**src/rtl/mod10_pkg.sv**
```systemverilog
// Shared types and constants for the mod-10 sequence checker.
package mod10_pkg;

    typedef enum logic [1:0] {
        HUNT,
        ACQ,
        LOCKED
    } state_t;

    localparam logic [3:0] DIGIT_MAX  = 4'd9;
    localparam logic [7:0] ERRCNT_MAX = 8'd255;

    // Decade successor: 9 wraps to 0, never yields 10..15.
    function automatic logic [3:0] digit_inc(input logic [3:0] d);
        return (d >= DIGIT_MAX) ? 4'd0 : d + 4'd1;
    endfunction

endpackage

```
**src/rtl/bcd2_tally.sv**
```systemverilog
// Two-digit BCD incrementer (00..99, wraps to 00) with synchronous clear and enable.
module bcd2_tally (
    input  logic       clk,
    input  logic       rst,
    input  logic       clr,
    input  logic       en,
    output logic [7:0] tally
);
    import mod10_pkg::*;

    logic [3:0] ones;
    logic [3:0] tens;

    assign ones = tally[3:0];
    assign tens = tally[7:4];

    always_ff @(posedge clk or posedge rst) begin
        if (rst) begin
            tally <= '0;
        end else if (clr) begin
            tally <= '0;
        end else if (en) begin
            if (ones == DIGIT_MAX) begin
                tally <= {digit_inc(tens), 4'd0};
            end else begin
                tally <= {tens, digit_inc(ones)};
            end
        end
    end

endmodule

```
**config.mk**
```make
export PLATFORM = sky130hd
export DESIGN_NAME = bcd2_tally
export DESIGN_NICKNAME = d
export VERILOG_FILES = /design/src/rtl/mod10_pkg.sv /design/src/rtl/bcd2_tally.sv
export SDC_FILE = /design/constraint.sdc
export NUM_CORES = 1
export LEC_CHECK = 0
export BUFFER_PORTS_ARGS = -buffer_cell sky130_fd_sc_hd__buf_2
export CAP_MARGIN = 20
export CORE_AREA = 5 5 42 44
export CTS_CLUSTER_DIAMETER = 120
export CTS_CLUSTER_SIZE = 20
export DETAILED_ROUTE_END_ITERATION = 12
export DIE_AREA = 0 0 47 49
export PLACE_DENSITY = 0.63
export RECOVER_POWER = 100
export SLEW_MARGIN = 20
export SYNTH_ARGS = -nofsm -noshare
export SYNTH_HDL_FRONTEND = slang
export SYNTH_SLANG_ARGS = --single-unit
```
**constraint.sdc**
```tcl
create_clock -name clk -period 2 [get_ports clk]
set_input_delay 0.3 -clock clk [delete_from_list [all_inputs] [get_ports clk]]
set_output_delay 0.3 -clock clk [all_outputs]
set_load 0.01 [all_outputs]
```
==> metrics.md, run 1 <==
| Metric | Value |
|---|---|
| Cell leakage power | a little under 0.3 nW |
| Total track usage | between 10% and 20% |
| Final Hold Viols | 0 |
| Final Wtd Congestion | 0.785 |
| Setup ws final | between 0.3 and 0.4 ns |
| IO Pins | 12 |
| Synth area leaders | dfrtp_1, ha_1, inv_1, nand4b_4, nand3_1 |
| Max-slew violations | 0 |
| Net count after synthesis | 64 |
| Critical-path cell list | inv_1 -> ha_1 -> nand4b_4 -> or4b_1 -> o21ai_0 |
| Area grow syn2layout | 16.2% |
| Max VDD drop | between 200 and 300 uV |
| Grt ovf | 0 |
| Endpoints failing setup | 0 |
| FP Rows | 14 |
| Worst setup path class | flop to flop |
| Clock Pin Slew Worst Setup and Hold Paths | ~0.050 ns |
| Number of global-route vias before repair | roughly 430 |
| Reg2Reg Depth | 5 |
| Hold EP | tally[7] |
| Slew @ Worst Pin | around 0.33 ns |
| Final antenna-violating net count | 0 |
| CTS Root Cell | clkbuf_4 |
| Nets | 79 |
| CP endpoint kind | flop |
| CP max-delay cell | or4b_1 |
| PD cells | 547 nW/um^2 |
| Max Cap Viol | 0 |
| Req. time, crit path | 2.17 ns |
| Max Fanout on Critical Path | 8 |
| Via count | about 440 |
| Largest net degree at the start of global routing | 13 |
| Post-route DRC | 0 |
| Hold crit path type | primary input to flop |
| Vias per inst | 5.24 |
| R2R Path End | tally[6] |
| Clock Skew | 0.000681 ns |
| Register area share after synthesis | between 30% and 40% |
| Final worst-path cycle share | 81.5% |
| First-pass GRT wire length | approximately 1900 um |
| Die area | around 2300 sq um |
| Fillers | around 160 |
| CP Buf/Inv Count | 1 |
| Initial cell density of the core | 37.9% |
| Drt first pass iters | 4 |
| Fmax | 0.614 GHz |
| Yosys warnings | 0 |
| Initial antenna violation count | 0 |
| Synthesized cell area | approximately 530 sq um |
| Setup TNS | 0 ns |
| CTS Buffer Depth | 2 |
| Final wirelength | between 1000 and 1500 um |
| Comb pwr share | 13.0% |
| Biggest register | tally |
| Biggest regs | tally x8 |
| Post-Synthesis Cells | between 50 and 60 |
| # diodes | 0 |
| Met2 wire length | a little under 500 um |
| First-iteration detailed-routing DRC count | 14 |
| Placeable Area | between 1000 and 1500 sq um |
| Max-Slew Margin vs Limit | 77.8% |
| Register share of total power | between 50% and 60% |
| FF-to-FF setup slack | 0.37 ns |
| Top-area cell type share of the netlist area | around 38% |
| Flops & latches, synth | 8 |
| Setup bufs post-CTS | 0 |
| Pint | 0.000253 W |
| Wire length on met1 | around 540 um |
| Total CTS buffers | 3 |
| Port Buf Inserts | 11 |
| TritonCTS clock tree | done |
| Unique cell type count in the Yosys netlist | 26 |
| Die H | ~49 um |
| Hold slack final | about 0.37 ns |
| Post-DP HPWL | 832 um |
| Worst r2r src | tally[1] |
| Max incr delay on CP | around 0.51 ns |
| Die Wd | approximately 47 um |
| Status | finished clean |
| Net Sw Frac | 25.2% |
| Clock power frac | between 30% and 40% |
| RSZ-0062 raised after global routing | false |
| Skew-Pair Late Insertion Delay | ~0.25 ns |
| Syn_area_per_cell | just under 10 sq um |
| Switch Pwr | around 0.000085 W |
| Max reg flops | 8 |
| Setup crit start kind | flop |
| Synth area leader | dfrtp_1 |
| CTS sink cnt | 8 |
| Min Tclk post-route | 1.63 ns |
| Top sig layer | met4 |
| Htree depth | 1 |
| Routed wl met3 | 56 um |
| CP arrival | between 1.5 and 2 ns |
| Hold Startpoint | clr |
| Routed length per placed instance | roughly 13 um |
| Fraction of layout cells with a size suffix above 1 | about 16% |
| Hold path cells | 2 |
| Place WS | approximately 0.39 ns |
| Cell family with most CP delay | simple AND/OR/NAND/NOR gates |
## logic make-up (layout without fill, tap and decap cells)
kind of cell / count (synthesis) / count (layout) / synth area share [%]
flops: 8 / 8 / 37.6
simple gates: 19 / 19 / 24.0
compound gates: 11 / 11 / 15.3
fa+ha+maj: 6 / 6 / 14.1
buf+inv: 9 / 22 / 7.06
mux: 1 / 1 / 1.88
## area by class of cell
cell class                      count  area, sq um  area share, %
Clock buffer                        3         22.5           3.64
Inverter                            7         26.3           4.25
Multi-Input combinational cell     37          294           47.6
Sequential cell                     8          200           32.4
Tap cell                           16         20.0           3.24
Timing Repair Buffer               12         55.1           8.91
## placed cells by master (no fill, tap or decap), drive strengths merged
cell type	count
nand4b	1
o41ai	1
a311oi	1
or3b	1
nand3	3
o211ai	1
inv	7
dlygate4sd3	1
dfrtp	8
o21ai	3
or4b	1
a41oi	1
ha	6
a21oi	1
a31o	1
nand2	2
nor2b	1
a41o	1
mux2i	1
a211o	1
or3	2
nor3b	2
nor2	3
nor3	3
buf	3
clkbuf	11
## stage by stage
stage          total power, W  cell area [sq um]  util, %  std cells
2_1_floorplan        0.000207                532        -         54
3_3_place_gp         0.000218                596     42.5         79
3_5_place_dp         0.000219                596     42.5         79
4_1_cts              0.000350                628     44.8         83
5_1_grt              0.000365                618     44.1         83
6_report             0.000338                618     44.1         83
## power by group through the flow
stage / Combinational [W] / Sequential (W) / Clock (W)
6_report: 0.0000440 / 0.000173 / 0.000122
5_1_grt: 0.0000496 / 0.000174 / 0.000141
4_1_cts: 0.0000456 / 0.000172 / 0.000132
3_5_place_dp: 0.0000441 / 0.000175 / 0
3_3_place_gp: 0.0000439 / 0.000175 / 0
2_1_floorplan: 0.0000304 / 0.000176 / 0
## synthesized netlist by cell type (all sizes together)
| cell | n |
|---|---|
| a41o | 1 |
| nand2 | 2 |
| buf | 1 |
| a311oi | 1 |
| nor3b | 2 |
| mux2i | 1 |
| o211ai | 1 |
| or3 | 2 |
| o41ai | 1 |
| clkbuf | 1 |
| a41oi | 1 |
| or3b | 1 |
| ha | 6 |
| nor2 | 3 |
| a31o | 1 |
| a21oi | 1 |
| o21ai | 3 |
| a211o | 1 |
| nand3 | 3 |
| nand4b | 1 |
| or4b | 1 |
| dfrtp | 8 |
| nor2b | 1 |
| nor3 | 3 |
| inv | 7 |
## worst max path at each step
stage | startpoint | to | depth (start not counted)
2_1_floorplan | tally[1] | tally[6] | 5
3_3_place_gp | tally[1] | tally[6] | 5
3_5_place_dp | tally[1] | tally[6] | 5
4_1_cts | tally[1] | tally[6] | 5
5_1_grt | tally[1] | tally[6] | 5
6_report | tally[1] | tally[6] | 5
## per-layer routing
layer  track usage [%]  vias to the layer above
li1                  -                      221
met4              10.6                        0
met5                 0                        -
met1              15.8                      202
met2              14.7                       10
met3              3.32                        2
## worst reg2reg max path, stage by stage (launching register included)
cell and delay [ns]:
dfrtp_1 0.40, inv_1 0.10, ha_1 0.22, nand4b_4 0.16
or4b_1 0.51, o21ai_0 0.16
## what timing repair did
item | 4_1_cts | 5_1_grt
hold buffers | 1 | 0
gates resized for setup | 0 | 0
hold endpoints to repair | 8 | 0
Note: power is estimated with default switching activity, not from simulation.
==> run 2, diff against run 1 <==
- ABC_AREA: not set -> 1
- clock period: 2 -> 1.5 ns (I/O delays scaled with it)
==> run 2 against run 1 <==
Effect of this change: die area stayed put; area after synthesis is 1.2% higher; non-clock buffer count stayed put; routed wire length is 0.36% higher; sequential share of layout area is 0.89 points lower; critical path depth stayed put; synthesized cell count is 26% higher; combinational power is 18% higher; largest cell class unchanged; highest routed layer unchanged.
==> metrics.md, run 2 <==
| Metric | Value |
|---|---|
| CTS Buffer Depth | 2 (unchanged) |
| Total track usage | 10.8% (was 11.9%) |
| Min Tclk post-route | 1.26 ns (was 1.63 ns) |
| Biggest register | tally (unchanged) |
| Status | finished clean (unchanged) |
| Top-area cell type share of the netlist area | 37.2% (was 37.6%) |
| FF-to-FF setup slack | 0.24 ns (was 0.37 ns) |
| Routed wl met3 | 69 um (was 56 um) |
| Port Buf Inserts | 11 (unchanged) |
| Post-synth ARST share | 100% (unchanged) |
| Nets | 95 (was 79) |
| Post-CTS sizing | 0 (unchanged) |
| Biggest regs | tally x8 (unchanged) |
| Area of the multi-input gates | 297 sq um (was 294 sq um) |
| # diodes | 0 (unchanged) |
| Max VDD drop | 405 uV (was 258 uV) |
| Post-synth top flop | dfrtp_1 (unchanged) |
| Max reg flops | 8 (unchanged) |
| FP Rows | 14 (unchanged) |
| Largest net degree at the start of global routing | 9 (was 13) |
| Req. time, crit path | 1.64 ns (was 2.17 ns) |
| CTS Root Cell | clkbuf_4 (unchanged) |
| Register area | 200 sq um (unchanged) |
| Slew @ Worst Pin | 0.320 ns (was 0.333 ns) |
| Commonest non-fill, non-tap cell in the layout | nand2_1 |
| Htree depth | 1 (unchanged) |
| Area grow syn2layout | 18.1% (was 16.2%) |
| Max-Slew Margin vs Limit | 78.6% (was 77.8%) |
| Unique cell type count in the Yosys netlist | 13 (was 26) |
| Via count | 485 (was 435) |
| Drt first pass iters | 2 (was 4) |
| Final Wtd Congestion | 0.827 (was 0.785) |
| Worst setup path class | flop to flop (unchanged) |
| Final core occ | 45.4% (was 44.1%) |
| Total CTS buffers | 3 (unchanged) |
| Max Cap Viol | 0 (unchanged) |
| Synth area leaders | dfrtp_1, ha_1, nand3_1, nand2_1, inv_1 (was dfrtp_1, ha_1, inv_1, nand4b_4, nand3_1) |
| Top sig layer | met4 (unchanged) |
| IO Pins | 12 (unchanged) |
| Endpoints failing setup | 0 (unchanged) |
| Post-DP HPWL | 857 um (was 832 um) |
| Synthesized cell area | 538 sq um (was 532 sq um) |
| Max-slew violations | 0 (unchanged) |
| Skew-Pair Late Insertion Delay | 0.26 ns (was 0.25 ns) |
| Yosys warnings | 0 (unchanged) |
| CTS sink cnt | 8 (unchanged) |
| Post-synth top cells | nand2_1, nand3_1, inv_1 (was dfrtp_1, inv_1, ha_1) |
| Most frequent cells in the layout | nand2_1, nand3_1, inv_1, clkbuf_1, dfrtp_1 (was clkbuf_1, dfrtp_1, inv_1, ha_1) |
| Setup crit start kind | flop (unchanged) |
| Die area | 2300 sq um (unchanged) |
| Post-route DRC | 0 (unchanged) |
| First-pass GRT wire length | 1890 um (was 1880 um) |
| Fmax | 0.791 GHz (was 0.614 GHz) |
| Fillers | 153 (was 155) |
| Clock Pin Slew Worst Setup and Hold Paths | 0.05 ns (about the same) |
| Die Wd | 47 um (unchanged) |
| Post-Synthesis Cells | 68 (was 54) |
| Fraction of layout cells with a size suffix above 1 | 10.8% (was 16.4%) |
| Vias per inst | 4.90 (was 5.24) |
| Setup TNS | 0 ns (unchanged) |
| Synth area leader | dfrtp_1 (unchanged) |
| Register area share after synthesis | 37.2% (was 37.6%) |
| CP arrival | 1.41 ns (was 1.80 ns) |
| Final antenna-violating net count | 0 (unchanged) |
| Met2 wire length | 498 um (was 491 um) |
| Most common cell in the netlist | nand2_1 (was dfrtp_1) |
| EDFF count, synth | 0 (unchanged) |
| Syn_area_per_cell | 7.91 sq um (was 9.85 sq um) |
| Cell leakage power | 0.328 nW (was 0.291 nW) |
| Flops & latches, synth | 8 (unchanged) |
| Routed length per placed instance | 11.2 um (was 13.3 um) |
| Initial cell density of the core | 38.4% (was 37.9%) |
| Grt ovf | 0 (unchanged) |
| Final worst-path cycle share | 84.2% (was 81.5%) |
| Hold crit path type | primary input to flop (unchanged) |
| Final Hold Viols | 0 (unchanged) |
| RSZ-0062 raised after global routing | false (unchanged) |
| Number of global-route vias before repair | 469 (was 426) |
| Die H | 49 um (unchanged) |
| Wire length on met1 | 532 um (was 537 um) |
| Placeable Area | 1400 sq um (unchanged) |
| TritonCTS clock tree | done (unchanged) |
| CP endpoint kind | flop (unchanged) |
| Clock Skew | 0.00756 ns (was 0.000681 ns) |
| First-iteration detailed-routing DRC count | 6 (was 14) |
| Initial antenna violation count | 0 (unchanged) |
| PD cells | 712 nW/um^2 (was 547 nW/um^2) |
| Final wirelength | 1110 um (was 1100 um) |
| Net count after synthesis | 78 (was 64) |
| Max Fanout on Critical Path | 5 (was 8) |
[run 2: critical path, cell delays in order (launching register included)]
cell	delay [ns]
dfrtp_1	0.41
inv_1	0.11
ha_1	0.25
nand4_1	0.20
nand3_1	0.12
nand2_1	0.06
[run 2: path summary, 6_finish.rpt]
path,start,cells past startpoint,to
setup / recovery,tally[1],5,tally[4]
hold / removal,clr,4,tally[2]
setup reg to reg,tally[1],5,tally[4]
hold reg to reg,tally[7],2,tally[7]
max in group asynchronous,rst,3,tally[1]
min in group asynchronous,rst,3,tally[6]
[run 2: timing repair]
action | in CTS | in global routing
hold endpoints to repair | 8 | 0
setup buffers | 0 | 0
hold buffers | 1 | 0
[run 2: routing by layer]
layer  vias up  track usage (%)
li1        257                -
met1       216             13.7
met2        10             16.5
met3         2             4.43
met4         0             2.76
met5         -                0
[run 2: area by class of cell]
type	instances	area share [%]
Tap cell	16	3.15
Multi-Input combinational cell	49	46.7
Timing Repair Buffer	12	8.66
Sequential cell	8	31.5
Clock buffer	3	3.54
Inverter	11	6.50
[run 2: metrics by stage]
stage          worst slack [ns]  std cells  instance area [sq um]  hold slack, ns  power, W
2_1_floorplan             0.300         68                    538          0.0407  0.000265
3_3_place_gp              0.289         95                    613           0.188  0.000283
3_5_place_dp              0.248         95                    613           0.191  0.000285
4_1_cts                   0.238         99                    646           0.239  0.000460
5_1_grt                  0.0876         99                    636           0.268  0.000475
6_report                  0.236         99                    636           0.244  0.000453
[run 2: kinds of logic (layout without fill, tap and decap cells)]
kind of cell / Yosys count / in the layout / synth area share, %
DFF: 8 / 8 / 37.2
buffers and inverters: 11 / 26 / 7.67
and+or+nand+nor: 37 / 37 / 34.9
AOI/OAI and AO/OA: 5 / 5 / 4.65
xor gates and xnor gates: 1 / 1 / 1.63
adders and majority gates: 6 / 6 / 14.0
[run 2: power by group]
group          switching (W)  internal, W   total, W
logic              0.0000336    0.0000183  0.0000519
registers         0.00000831     0.000221   0.000229
clock network      0.0000795    0.0000920   0.000172
==> run 3, diff against run 2 <==
- clock period: 1.5 -> 1.27 ns (I/O delays scaled with it)
==> run 3 against run 2 <==
Effect of this change: worst hold slack lost 0.033 ns; critical path depth shrank 3; worst setup slack lost 0.12 ns; design area grew 5.5%; flip-flop and latch count is the same; clock-buffer cell count is the same; clock power grew 13%; combinational power grew 47%; cell count grew 2.0%; first-iteration DRC count shrank 33%; via count grew 6.0%; critical endpoint is now tally[0].
==> metrics.md, run 3 (synthesis gave the netlist of run 2 again) <==
| Metric | Value |
|---|---|
| Clock Skew | 0.00156 ns (was 0.00756 ns) |
| Register area | 204 sq um (was 200 sq um) |
| Final Instance Count excl. Fillers | 101 (was 99) |
| CP arrival | 0.97 ns (was 1.41 ns) |
| First-iteration detailed-routing DRC count | 4 (was 6) |
| Area of the multi-input gates | 312 sq um (was 297 sq um) |
| Total CTS buffers | 3 (unchanged) |
| Biggest regs | tally x8 (unchanged) |
| Cell leakage power | 0.348 nW (was 0.328 nW) |
| First-pass GRT wire length | 1940 um (was 1890 um) |
| Hold crit path type | primary input to flop (unchanged) |
| Drt first pass iters | 4 (was 2) |
| Placement Cell Area | 621 sq um (was 613 sq um) |
| Max-slew violations | 0 (unchanged) |
| Grt ovf | 0 (unchanged) |
| Port Buf Inserts | 11 (unchanged) |
| Total track usage | 11.4% (was 10.8%) |
| Worst setup path class | flop to output port (was flop to flop) |
| Req. time, crit path | 1.08 ns (was 1.64 ns) |
| CTS Buffer Depth | 2 (unchanged) |
| Clock Pin Slew Worst Setup and Hold Paths | 0.06 ns (was 0.05 ns) |
| CTS sink cnt | 8 (unchanged) |
| Setup crit start kind | flop (unchanged) |
| Final wirelength | 1150 um (was 1110 um) |
| Biggest register | tally (unchanged) |
| Final core occ | 47.9% (was 45.4%) |
| Min Tclk post-route | 1.16 ns |
| Largest net degree at the start of global routing | 9 (unchanged) |
| Endpoints failing setup | 0 (unchanged) |
| # diodes | 0 (unchanged) |
| FP Rows | 14 (unchanged) |
| Fillers | 155 (was 153) |
| Max Cap Viol | 0 (unchanged) |
| TritonCTS clock tree | done (unchanged) |
| Area grow syn2layout | 24.7% (was 18.1%) |
| Final worst-path cycle share | 91.1% |
| Hold Startpoint | clr (unchanged) |
| Max reg flops | 8 (unchanged) |
| Design area | 671 sq um (was 636 sq um) |
| Fraction of layout cells with a size suffix above 1 | 23.5% (was 10.8%) |
| Initial cell density of the core | 38.4% (unchanged) |
| Nets | 97 (was 95) |
| Final Wtd Congestion | 0.835 (was 0.827) |
| Htree depth | 1 (unchanged) |
| Placeable Area | 1400 sq um (unchanged) |
| Max VDD drop | 500 uV (was 405 uV) |
| PD cells | 808 nW/um^2 (was 712 nW/um^2) |
| Setup crit start | tally[0] (was tally[1]) |
| CP endpoint kind | output port (was flop) |
| RSZ-0062 raised after global routing | false (unchanged) |
| Hold slack final | 0.210 ns (was 0.244 ns) |
| CTS Root Cell | clkbuf_4 (unchanged) |
| Final antenna-violating net count | 0 (unchanged) |
| Via count | 514 (was 485) |
| Initial antenna violation count | 0 (unchanged) |
| Fmax | between 0.8 and 0.9 GHz |
| Final Hold Viols | 0 (unchanged) |
| Max-Slew Margin vs Limit | 78.5% (was 78.6%) |
| Routed length per placed instance | 11.4 um (was 11.2 um) |
| Die Wd | 47 um (unchanged) |
| Die area | 2300 sq um (unchanged) |
| Die H | 49 um (unchanged) |
| Post-route DRC | 0 (unchanged) |
| Placed cells | 96 (was 95) |
| Vias per inst | 5.09 (was 4.90) |
| Most frequent cells in the layout | nand2_1, nand3_1, inv_1, buf_2 (was nand2_1, nand3_1, inv_1, clkbuf_1, dfrtp_1) |
| Status | finished clean (unchanged) |
| Setup TNS | 0 ns (unchanged) |
| Max Fanout on Critical Path | 4 (was 5) |
| Worst r2r src | tally[0] (was tally[1]) |
| Number of global-route vias before repair | 460 (was 469) |
| Slew @ Worst Pin | 0.322 ns (was 0.320 ns) |
| IO Pins | 12 (unchanged) |
| Skew-Pair Late Insertion Delay | 0.25 ns (was 0.26 ns) |
| Post-DP HPWL | 869 um (was 857 um) |
-- run 3: cell types whose count changed in the layout (fill, tap and decap cells not counted), sizes merged --
cell,change
buf,+5
clkbuf,-3
-- run 3: power by group --
group | internal [W] | switching, W | leakage (nW)
clock | 0.000108 | 0.0000871 | 0.0138
sequential | 0.000262 | 0.00000865 | 0.106
combinational | 0.0000301 | 0.0000460 | 0.229
-- run 3: path summary, 6_finish.rpt --
kind,to,slack (ns),cells after the start
worst min register to register,tally[7],0.59,2
worst min-delay path,tally[2],0.21,4
max in group asynchronous,tally[4],0.58,3
worst max register to register,tally[0],0.13,6
min in group asynchronous,tally[3],0.43,3
worst max-delay path,tally[0],0.11,2
-- run 3: worst max-delay path, cell delays in order (launching register included) --
cell	delay, ns
dfrtp_2	0.44
clkbuf_1	0.13
buf_2	0.14
-- run 3: what timing repair did --
action / CTS / global route
setup buffers: 0 / 1
hold endpoints to repair: 8 / 0
endpoints found under the setup margin: 0 / 8
resized for setup: 0 / 7
hold buffers: 1 / 0
-- run 3: final cells by class --
| type | count | area share [%] |
|---|---|---|
| Clock buffer | 3 | 3.36 |
| Inverter | 11 | 6.16 |
| Multi-Input combinational cell | 49 | 46.5 |
| Sequential cell | 8 | 30.4 |
| Tap cell | 16 | 2.99 |
| Timing Repair Buffer | 14 | 10.6 |
-- run 3: per-layer routing --
layer | vias to the layer above | GRT usage [%] | wire length, um
li1 | 259 | - | -
met1 | 243 | 14.6 | 522
met2 | 12 | 17.6 | 573
met3 | 0 | 3.32 | 55
met4 | 0 | 4.15 | 0
met5 | - | 0 | 0
-- run 3: metrics by stage --
step | setup slack (ns) | total power (W)
floorplan | 0.0698 | 0.000313
global placement | 0.0620 | 0.000337
detailed placement | 0.0497 | 0.000339
CTS | 0.0261 | 0.000540
finish | 0.113 | 0.000542
global route | 0.0115 | 0.000574
